--- src/rtl/pulse_rate_counter_pkg.sv ---
// Shared definitions for the pulse-rate counter and its control-loop consumer:
// counts-slice macro, clog2 helper and default window/count sizing.
`ifndef PULSE_RATE_COUNTER_PKG_SV
`define PULSE_RATE_COUNTER_PKG_SV

// Part-select of channel idx inside a flat counts bus of w-bit slices.
`define PRC_SLICE(idx, w) (idx)*(w) +: (w)

package pulse_rate_counter_pkg;

  localparam int PRC_BITS   = 8;
  localparam int PRC_CNT_W  = 16;
  localparam int PRC_WINDOW = 50000;

  // Bits needed to hold 0..value-1; never less than one bit.
  function automatic int prc_clog2(input int value);
    int result;
    result = 1;
    for (int i = 0; i < 32; i++) begin
      if ((64'd1 << i) < 64'(value)) result = i + 1;
    end
    return result;
  endfunction

endpackage

`endif

--- src/rtl/pulse_rate_counter_sat.sv ---
// One saturating event accumulator with a sticky flag that records any
// increment suppressed because the count was already at its maximum.
module sat_event_counter #(
  parameter int CNT_W = 16
) (
  input  logic             clk,
  input  logic             rst,
  input  logic             clear,
  input  logic             inc,
  output logic [CNT_W-1:0] value,
  output logic             sticky,
  output logic             at_max
);

  localparam logic [CNT_W-1:0] ONE = CNT_W'(1);

  logic [CNT_W-1:0] r_value;
  logic             r_sticky;
  logic             w_at_max;

  assign w_at_max = &r_value;

  // clear wins over inc: the caller folds a same-cycle event into its own
  // snapshot path before the accumulator restarts.
  always_ff @(posedge clk or posedge rst) begin
    if (rst) begin
      r_value  <= '0;
      r_sticky <= 1'b0;
    end else if (clear) begin
      r_value  <= '0;
      r_sticky <= 1'b0;
    end else if (inc) begin
      if (w_at_max) begin
        r_sticky <= 1'b1;
      end else begin
        r_value <= r_value + ONE;
      end
    end
  end

  assign value  = r_value;
  assign sticky = r_sticky;
  assign at_max = w_at_max;

endmodule

--- src/rtl/pulse_rate_counter.sv ---
// Per-channel event-rate counter: accumulates events over a fixed window of
// clk cycles and publishes a snapshot of all counts plus overflow flags.
module pulse_rate_counter
  import pulse_rate_counter_pkg::*;
#(
  parameter int BITS   = PRC_BITS,
  parameter int CNT_W  = PRC_CNT_W,
  parameter int WINDOW = PRC_WINDOW
) (
  input  logic                         clk,
  input  logic                         rst,
  input  logic                         enable,
  input  logic [BITS-1:0]              in,
  output logic [BITS*CNT_W-1:0]        counts,
  output logic [BITS-1:0]              ovf,
  output logic                         valid,
  output logic [prc_clog2(WINDOW)-1:0] window_cnt
);

  localparam int               WIN_W = prc_clog2(WINDOW);
  localparam logic [WIN_W-1:0] LAST  = WIN_W'(WINDOW - 1);
  localparam logic [WIN_W-1:0] ONE   = WIN_W'(1);

  logic [WIN_W-1:0]       r_window_cnt;
  logic [BITS*CNT_W-1:0]  r_counts;
  logic [BITS-1:0]        r_ovf;
  logic                   r_valid;

  logic                   w_terminal;
  logic                   w_clear;
  logic [BITS-1:0]        w_inc;
  logic [BITS*CNT_W-1:0]  w_next_counts;
  logic [BITS-1:0]        w_next_ovf;

  assign w_inc      = in & {BITS{enable}};
  assign w_terminal = enable & (r_window_cnt == LAST);
  assign w_clear    = ~enable | w_terminal;

  // The snapshot value includes the terminal cycle's own event, saturated.
  for (genvar g = 0; g < BITS; g++) begin : g_ch
    logic [CNT_W-1:0] w_value;
    logic             w_sticky;
    logic             w_at_max;

    sat_event_counter #(
      .CNT_W (CNT_W)
    ) u_cnt (
      .clk    (clk),
      .rst    (rst),
      .clear  (w_clear),
      .inc    (w_inc[g]),
      .value  (w_value),
      .sticky (w_sticky),
      .at_max (w_at_max)
    );

    assign w_next_counts[`PRC_SLICE(g, CNT_W)] =
      w_at_max ? w_value : w_value + CNT_W'(w_inc[g]);
    assign w_next_ovf[g] = w_sticky | (w_at_max & w_inc[g]);
  end

  // valid is a one-cycle strobe with no back-pressure: counts/ovf change only
  // together with valid (or at reset) and must be captured while valid=1.
  always_ff @(posedge clk or posedge rst) begin
    if (rst) begin
      r_window_cnt <= '0;
      r_counts     <= '0;
      r_ovf        <= '0;
      r_valid      <= 1'b0;
    end else if (!enable) begin
      r_window_cnt <= '0;
      r_valid      <= 1'b0;
    end else if (w_terminal) begin
      r_window_cnt <= '0;
      r_counts     <= w_next_counts;
      r_ovf        <= w_next_ovf;
      r_valid      <= 1'b1;
    end else begin
      r_window_cnt <= r_window_cnt + ONE;
      r_valid      <= 1'b0;
    end
  end

  assign counts     = r_counts;
  assign ovf        = r_ovf;
  assign valid      = r_valid;
  assign window_cnt = r_window_cnt;

endmodule

--- config.mk ---
export PLATFORM = sky130hd
export DESIGN_NAME = pulse_rate_counter
export DESIGN_NICKNAME = d
export VERILOG_FILES = /design/src/rtl/pulse_rate_counter_pkg.sv /design/src/rtl/pulse_rate_counter_sat.sv /design/src/rtl/pulse_rate_counter.sv
export SDC_FILE = /design/constraint.sdc
export NUM_CORES = 1
export LEC_CHECK = 0
export ABC_CLOCK_PERIOD_IN_PS = 16200
export CORE_MARGIN = 2
export CORE_UTILIZATION = 55
export DETAILED_ROUTE_END_ITERATION = 10
export DONT_BUFFER_PORTS = 1
export HOLD_SLACK_MARGIN = 0.03
export PLACE_DENSITY = 0.66
export SLEW_MARGIN = 5
export SYNTH_ARGS = -nofsm -noshare
export SYNTH_HDL_FRONTEND = slang
export SYNTH_SLANG_ARGS = --single-unit
--- constraint.sdc ---
create_clock -name clk -period 16.2 [get_ports clk]
set_clock_uncertainty 0.05 [all_clocks]
set_input_delay 2.43 -clock clk [delete_from_list [all_inputs] [get_ports clk]]
set_output_delay 2.43 -clock clk [all_outputs]
set_load 0.005 [all_outputs]
==> results.md, run 1 <==
Power:
- The static leakage power is 6.66 nW.
- In this run the power spent charging and discharging nets is 341 uW.
- The switching power share of the total is 0.225.
- The peak supply drop is 72.6 uV.
- Cell internal power was estimated by the tool at 1.17 mW.
- The sequential fraction of design power is 0.486.
- Of the total power, the clock network draws 0.485.
- The logic gate share of total power is 0.029.
- Power spread over the standard cell area amounts to 92.6 nW/um^2.

Clock tree:
- The hold buffer count at CTS is 0.
- The buffers inserted during post-CTS setup optimization is 0.
- The number of resized instances in the post-cts repair step is 0.
- The number of buffers added by the clock tree synthesis step is 34.
- The number of buffers on the longest clock path is 3.
- The source-to-sink clock delay at the later pin of the worst-skew pair is 0.51 ns.
- The clock net in this run drives a total of 289 sinks.
- The register clock-pin slew on the reported worst setup and hold paths is 0.06 ns.
- The clock tree synthesis step divided the H-tree into 2 levels.
- TritonCTS built the clock tree.
- The tree is rooted in a sky130_fd_sc_hd__clkbuf_16.

Yosys:
- In the post-synthesis netlist, the biggest area contributors are sky130_fd_sc_hd__dfrtp_1 48%, sky130_fd_sc_hd__xor2_1 6.0%, sky130_fd_sc_hd__nand2_1 4.8%.
- The average instance in the mapped netlist occupies 9.11 um^2.
- The distinct cell type count after synthesis is 58.
- For this run, the register share of the synthesized area comes to 0.477.
- The share of the synthesized area in the top cell type is 0.477.
- The number of enable flip-flop cells after synthesis is 0.
- The netlist area before placement is 15200 um^2.
- Counting flops and latches in the post-synthesis netlist gives 289.
- The number of warnings reported in the yosys synthesis log is 0.
- The fraction of registers with async set or reset after synthesis is 1.00.
- The post-synthesis net count is 1701.
- The library cell occupying the most area in the post-synthesis netlist is sky130_fd_sc_hd__dfrtp_1.
- The most used flip-flop cell after synthesis is sky130_fd_sc_hd__dfrtp_1.
- In the synthesized netlist, the number of instances is 1665.

Placement:
- The HPWL after detailed placement is 23500 um.
- The final weighted congestion in routability-driven placement is 0.863.
- After detailed placement, the design holds a cell count of 1896.
- The placed instances occupy a cell area of 15200 um^2.
- In this run the tool buffered the top-level ports with 0 buffer cells.

Setup path:
- The worst setup path is launched from an input pin.
- The critical-path maximum fanout is 113.
- By startpoint and endpoint, the worst setup path is classified as input pin to flop.
- The data required time at the worst endpoint is 16.57 ns.
- The nature of the critical path endpoint is a flop.
- Data on the critical path arrives at its endpoint at 4.41 ns.

Final layout:
- The antenna diode instance count is 0.
- Once layout is complete, the utilization of the core stands at 0.604.
- In the final layout, the share of cells above drive strength 1 is 0.0520.
- The final-stage net count is 1627.
- Once layout is complete, the cells apart from fillers number 1956.
- The finished cells cover 16300 um^2.
- The growth of design area from synthesis to finish is 7.56%.

GRT:
- The number of antenna violations at the first check in global routing is 0.
- For this run, the total global-route usage over all layers was measured as 0.247.
- The total overflow left after global routing is 0.
- The via count of the first global-routing pass is 11200.
- Entering global routing, the biggest net connects 141 pins.
- The first global-routing pass estimated 58400 um of wire.

Routing:
- The routed metal-1 wirelength is 16000 um.
- Once detail routing completed, the nets flagged for antenna violations numbered 0.
- The first detailed-routing pass took 5 iterations.
- Routed signal wires occupy layers up through met4.
- The routed design uses 16100 um of met2 wire.
- Dividing the detail-routed via count by the number of cells gives 6.02.
- The number of DRC violations after detailed-routing iteration 0 is 1085.
- The routed wirelength normalized by instance count is 17.9 um.
- The total number of vias is 11800.
- In the routed design, unresolved DRC markers number 0.
- The final layout contains routed wiring with a total length of 35100 um.
- Detailed routing placed a total of 2260 um of wire on met3.

STA:
- Setup repair after global routing left no endpoint under its margin.
- The fraction of the cycle the final worst path needs is 0.250.
- Timing would allow up to 247 MHz.
- The final setup violation count is 0.
- Headroom to the max-slew limit came out at 0.191.
- The number of hold-slack violations in the final timing report is 0.
- At the pin with the least slew margin, the transition time is 1.20 ns.
- The smallest clock period supported by the final layout is computed as 4.04 ns.
- The setup TNS is 0 ns.
- The number of slew-limit violations in the final report was 0.

Die:
- The effective utilization at floorplan is 0.561.
- The initialized floorplan defines 60 standard-cell rows.
- In this run the horizontal extent of the chip is 170 um.
- For this design the top-level I/O count stands at 164.
- The area of the placeable core is 27000 um^2.
- The die area is 28900 um^2.
- The die height is 170 um.

Flow run:
- Max-cap violations in this run came to 0.

Hold path:
- The worst hold path belongs to the class flop to flop.

Outcome:
- The flow ran to the end, and the final reports show no timing, DRC or antenna violations.
==> worst paths after layout <==
check	from	end	slack, ns	cells past startpoint
worst min register to register	g_ch[5].u_cnt.sticky$_DFFE_PP0P_	g_ch[5].u_cnt.sticky$_DFFE_PP0P_	0.43	2
worst max-delay path	enable	counts[12]$_DFFE_PP0P_	12.16	5
worst min-delay path	g_ch[5].u_cnt.sticky$_DFFE_PP0P_	g_ch[5].u_cnt.sticky$_DFFE_PP0P_	0.43	2
min in group asynchronous	rst	counts[89]$_DFFE_PP0P_	1.94	1
worst max register to register	window_cnt[12]$_DFF_PP0_	counts[41]$_DFFE_PP0P_	12.82	7
max in group asynchronous	rst	g_ch[3].u_cnt.value[7]$_DFFE_PP0P_	12.60	2
==> power groups by stage <==
stage / Clock [mW] / Sequential, mW / Combinational (mW)
5_1_grt: 0.783 / 0.736 / 0.0519
6_report: 0.733 / 0.735 / 0.0439
2_1_floorplan: 0 / 0.746 / 0.0346
3_3_place_gp: 0 / 0.748 / 0.0448
3_5_place_dp: 0 / 0.748 / 0.0455
4_1_cts: 0.750 / 0.735 / 0.0457
==> placed cells by master (no fill, tap or decap), drive strengths merged, types with 3 or more instances in the layout <==
cell / n
a211oi: 14
a21oi: 53
a31oi: 26
and2: 18
and3: 30
and4: 15
buf: 11
clkbuf: 47
clkinv: 8
clkinvlp: 4
dfrtp: 289
ha: 25
inv: 16
mux2i: 18
nand2: 194
nand3: 62
nand4: 53
nor2: 183
nor3: 39
nor3b: 4
nor4: 25
nor4b: 5
o2111ai: 16
o211ai: 29
o21a: 3
o21ai: 149
o22a: 8
o31ai: 6
o41ai: 4
or2: 4
or3: 34
or4: 15
xnor2: 79
xor2: 104
==> stage by stage <==
step,hold slack (ns),total power [mW],worst slack [ns]
3_5_place_dp,0.418,0.794,11.59
2_1_floorplan,0.396,0.780,5.74
4_1_cts,0.433,1.53,12.11
6_report,0.428,1.51,12.16
3_3_place_gp,0.412,0.793,11.67
5_1_grt,0.454,1.57,11.90
==> critical path, cell delays in order <==
cell,delay (ns)
sky130_fd_sc_hd__nand2_4,0.09
sky130_fd_sc_hd__buf_4,0.55
sky130_fd_sc_hd__buf_4,0.87
sky130_fd_sc_hd__nor2_1,0.23
sky130_fd_sc_hd__a21oi_1,0.20
==> flip-flops by register name, summed over array words and instances, names as in the netlist <==
register           count
counts               128
g_ch.u_cnt.value     128
window_cnt            16
g_ch.u_cnt.sticky      8
ovf                    8
valid                  1
==> cells by family (layout without fill, tap and decap cells) <==
group           Yosys count  count (layout)  share of synthesized area
simple gates            689             689                      0.220
buf+inv                 136              86                     0.0363
compound gates          324             324                      0.128
xor+xnor                183             183                      0.106
fa+ha+maj                25              25                     0.0206
mux                      19              19                     0.0126
flops                   289             289                      0.477
==> final cells by class <==
| class | count | area, um^2 |
|---|---|---|
| Inverter | 15 | 63.8 |
| Timing Repair Buffer | 11 | 82.6 |
| Clock buffer | 47 | 1000 |
| Multi-Input combinational cell | 1240 | 7430 |
| Clock inverter | 13 | 82.6 |
| Fill cell | 2348 | 10700 |
| Tap cell | 341 | 427 |
| Sequential cell | 289 | 7230 |
==> cells in the mapped netlist, types with 8 or more instances <==
cell	count
sky130_fd_sc_hd__a21oi_1	53
sky130_fd_sc_hd__mux2i_1	18
sky130_fd_sc_hd__nor4_1	24
sky130_fd_sc_hd__o22a_1	8
sky130_fd_sc_hd__a31oi_1	26
sky130_fd_sc_hd__and2_1	17
sky130_fd_sc_hd__nand3_1	62
sky130_fd_sc_hd__o211ai_1	29
sky130_fd_sc_hd__or3_1	34
sky130_fd_sc_hd__and3_1	30
sky130_fd_sc_hd__dfrtp_1	289
sky130_fd_sc_hd__ha_1	25
sky130_fd_sc_hd__buf_2	20
sky130_fd_sc_hd__or4_1	14
sky130_fd_sc_hd__nand4_1	53
sky130_fd_sc_hd__nor2_1	182
sky130_fd_sc_hd__a211oi_1	14
sky130_fd_sc_hd__xor2_1	104
sky130_fd_sc_hd__o21ai_0	145
sky130_fd_sc_hd__nor3_1	39
sky130_fd_sc_hd__inv_1	15
sky130_fd_sc_hd__xnor2_1	79
sky130_fd_sc_hd__clkbuf_1	93
sky130_fd_sc_hd__and4_1	15
sky130_fd_sc_hd__nand2_1	194
sky130_fd_sc_hd__o2111ai_1	16
==> routing by layer <==
layer,global-route usage,up-vias
met4,0.0624,0
met2,0.389,306
met3,0.0572,50
li1,-,5721
met1,0.345,5703
met5,0,-
(Power assumes the default switching activity.)
==> run 2, diff against run 1 <==
--- a/config.mk
+++ b/config.mk
@@ -5,7 +5,8 @@
 export SDC_FILE = /design/constraint.sdc
 export NUM_CORES = 1
 export LEC_CHECK = 0
-export ABC_CLOCK_PERIOD_IN_PS = 16200
+export ABC_AREA = 1
+export ABC_CLOCK_PERIOD_IN_PS = 3900
 export CORE_MARGIN = 2
 export CORE_UTILIZATION = 55
 export DETAILED_ROUTE_END_ITERATION = 10
==> constraint.sdc (replaced) <==
create_clock -name clk -period 3.9 [get_ports clk]
set_clock_uncertainty 0.05 [all_clocks]
set_input_delay 0.585 -clock clk [delete_from_list [all_inputs] [get_ports clk]]
set_output_delay 0.585 -clock clk [all_outputs]
set_load 0.005 [all_outputs]
==> results.md, run 2 <==
Outcome:
- The flow ran to the end, and the final reports show no timing, DRC or antenna violations.

Setup path:
- Along the worst path, the maximum fanout reaches 95.
- The path type of the worst setup path is flop to flop.
- For the worst setup path, the data required time is 4.22 ns.
- The category of the worst setup path launch point is a flop.
- The data arrival time of the critical path is 3.05 ns.
- The nature of the critical path endpoint is a flop.
- The length in cells of the worst reg-to-reg path is 9.

Yosys:
- The mean post-synth cell area is 7.13 um^2.
- For this run, the leading register cell type out of synthesis is sky130_fd_sc_hd__dfrtp_1.
- Counting distinct cell types in the post-synthesis netlist gives 34.
- In this run, synthesis produced a sequential element count of 289.
- Of all flip-flops after synthesis, the portion carrying an async set or reset was 1.00.
- Counting flops with a built-in enable in the synthesized netlist gives 0.
- Counting every instance in the synthesized netlist gives 2472.
- The library cell occupying the most area in the post-synthesis netlist is sky130_fd_sc_hd__dfrtp_1.
- The cell area that synthesis handed to floorplanning was 17600 um^2.
- During synthesis, Yosys emitted a total of 0 warnings.
- The share of the synthesized area in the top cell type is 0.410.
- By area the synthesized netlist is led by sky130_fd_sc_hd__dfrtp_1 41%, sky130_fd_sc_hd__nand2_1 21%, sky130_fd_sc_hd__nand3_1 7.9%.
- The most frequent cell after synthesis is sky130_fd_sc_hd__nand2_1.
- The commonest cells after synthesis are 984 x sky130_fd_sc_hd__nand2_1, 289 x sky130_fd_sc_hd__dfrtp_1, 279 x sky130_fd_sc_hd__nand3_1.
- The share of the Yosys chip area taken by registers is 0.410.
- The post-synthesis net count is 2508.

STA:
- The fraction of the cycle the final worst path needs is 0.701.
- The number of hold-slack violations in the final timing report is 0.
- After layout, the worst setup slack is 1.17 ns.
- The number of slew-limit violations in the final report is 0.
- Setup violations remaining at the end of the flow were counted as 0.
- Based on the critical path, the design can be clocked at up to 366 MHz.
- The final period demand of the worst path is 2.73 ns.
- Setup repair after global routing left no endpoint under its margin.
- At the pin with the least slew margin, the transition time is 1.00 ns.
- In this run the tightest slew margin relative to its limit is 0.332.

Final layout:
- Leaving out fill and tap cells, the most frequent cell in the layout is sky130_fd_sc_hd__nand2_1.
- The growth of design area from synthesis to finish is 6.89%.
- At the end of the flow the core is filled with cells to 0.597.
- The library cells used most frequently in the layout, excluding fill and tap cells, are 984 x sky130_fd_sc_hd__nand2_1, 289 x sky130_fd_sc_hd__dfrtp_1, 278 x sky130_fd_sc_hd__nand3_1, 223 x sky130_fd_sc_hd__nor2_1, 172 x sky130_fd_sc_hd__inv_1.
- The final-stage net count is 2469.
- 0 antenna diodes ended up in the layout.
- In the final layout, the share of cells above drive strength 1 is 0.0553.

Routing:
- The average via count per standard cell is 5.41.
- The post-detailed-route DRC marker count is 0.
- The number of DRC violations after detailed-routing iteration 0 is 1080.
- The number of search-and-repair iterations in the first detailed-routing pass is 5.
- For this block, the via count after detailed routing is 15500.
- The routed wirelength normalized by instance count is 15.0 um.
- Once detail routing completed, the nets flagged for antenna violations numbered 0.
- The aggregate routed wire length is 43100 um.

GRT:
- The overall routing resource usage is 0.259.
- The first global-routing pass estimated 72000 um of wire.
- Entering global routing, the biggest net connects 101 pins.
- The number of antenna violations at the first check in global routing was 0.
- Summed over all layers, the global routing overflow is 0.
- The via count of the first global-routing pass is 14400.

Die:
- The I/O pin total is 164.
- The area of the placeable core is 31600 um^2.
- For this configuration, the core starts out at a cell density of 0.559.
- The die is 183 um wide.
- In this run the vertical extent of the chip is 183 um.
- The floorplan step defined a die boundary enclosing 33500 um^2.
- In this run the core area contains 65 standard-cell rows.

Clock tree:
- The register clock-pin slew on the reported worst setup and hold paths is 0.06 ns.
- Counting the buffers created by CTS gives 34.
- The number of buffers on the longest clock path is 3.
- The clock tree synthesis step divided the H-tree into 2 levels.
- The hold buffer count at CTS is 0.
- The root buffer cell chosen for the clock tree is sky130_fd_sc_hd__clkbuf_16.
- At the later pin of the worst-skew pair, clock insertion delay measures 0.51 ns.
- Once the clock tree was built, the setup fixing pass inserted 0 buffers.
- The clock tree from TritonCTS is done.
- The sink count of the clock tree is 289.
- Gates resized during post-CTS repair numbered 0.

Placement:
- Summed over all nets, the half-perimeter wirelength after detailed placement is 29700 um.
- The final weighted congestion in routability-driven placement is 0.912.
- The number of buffer cells added on primary ports is 0.
- The pre-CTS worst setup slack is 1.11 ns.

Flow run:
- The number of max-cap violations is 0.

Power:
- The static leakage power is 9.69 nW.
- Power spread over the standard cell area amounts to 347 nW/um^2.
- The peak supply drop is 282 uV.

Hold path:
- The type of the most critical hold path is input pin to asynchronous set/reset pin.
-- run 2: cell type report --
| cell class | instances | area (um^2) |
|---|---|---|
| Clock inverter | 11 | 134 |
| Clock buffer | 51 | 1020 |
| Timing Repair Buffer | 10 | 138 |
| Fill cell | 3032 | 12700 |
| Multi-Input combinational cell | 1919 | 9140 |
| Inverter | 179 | 681 |
| Sequential cell | 289 | 7230 |
| Tap cell | 402 | 503 |
-- run 2: per-layer routing --
metal | part of all wire | global-route usage | vias to the layer above | wire (um)
met1 | 0.47 | 0.352 | 7249 | 20100
met3 | 0.046 | 0.0435 | 72 | 1970
met5 | 0 | 0 | - | 0
li1 | - | - | 7824 | -
met4 | 0.025 | 0.0790 | 0 | 1090
met2 | 0.46 | 0.426 | 345 | 19800
-- run 2: cells by family after synthesis --
family | synth area share
simple gates | 0.428
flops | 0.410
buf+inv | 0.0721
xor+xnor | 0.0472
compound gates | 0.0244
fa+ha+maj | 0.0177
-- run 2: path summary, 6_finish.rpt --
path / slack [ns] / start / endpoint
hold reg to reg: 0.44 / g_ch[5].u_cnt.sticky$_DFFE_PP0P_ / g_ch[5].u_cnt.sticky$_DFFE_PP0P_
hold / removal: 0.08 / rst / counts[84]$_DFFE_PP0P_
setup reg to reg: 1.17 / window_cnt[0]$_DFF_PP0_ / counts[4]$_DFFE_PP0P_
max in group asynchronous: 3.23 / rst / g_ch[2].u_cnt.value[0]$_DFFE_PP0P_
min in group clk: 0.23 / in[1] / g_ch[1].u_cnt.value[15]$_DFFE_PP0P_
setup / recovery: 1.17 / window_cnt[0]$_DFF_PP0_ / counts[4]$_DFFE_PP0P_
-- run 2: through the flow --
| stage | cell area (um^2) | instances | hold slack (ns) | setup TNS [ns] | power [mW] |
|---|---|---|---|---|---|
| 2_1_floorplan | 17600 | 2472 | 0.411 | -164.21 | 3.31 |
| 3_5_place_dp | 17700 | 2799 | 0.432 | 0 | 3.36 |
| 5_1_grt | 18800 | 2861 | 0.135 | 0 | 6.79 |
| 6_report | 18800 | 2861 | 0.0818 | 0 | 6.54 |
| 4_1_cts | 18800 | 2861 | 0.129 | 0 | 6.62 |
| 3_3_place_gp | 17700 | 2799 | 0.423 | 0 | 3.35 |
-- run 2: power by group --
group	internal (mW)	leakage, nW	total, mW	switching (mW)
clock	2.01	0.571	3.24	1.23
combinational	0.0591	5.10	0.246	0.187
sequential	3.02	4.02	3.05	0.0345
total	5.09	9.69	6.54	1.45
-- run 2: critical path, stage by stage, from the launching register on --
cell and delay, ns:
sky130_fd_sc_hd__dfrtp_1 0.42, sky130_fd_sc_hd__ha_1 0.23, sky130_fd_sc_hd__nand2_1 0.11, sky130_fd_sc_hd__nor2_2 0.06, sky130_fd_sc_hd__inv_2 0.06, sky130_fd_sc_hd__nor2_1 0.06
sky130_fd_sc_hd__nand3_4 0.07, sky130_fd_sc_hd__buf_4 0.76, sky130_fd_sc_hd__buf_4 0.55, sky130_fd_sc_hd__o21ai_0 0.16
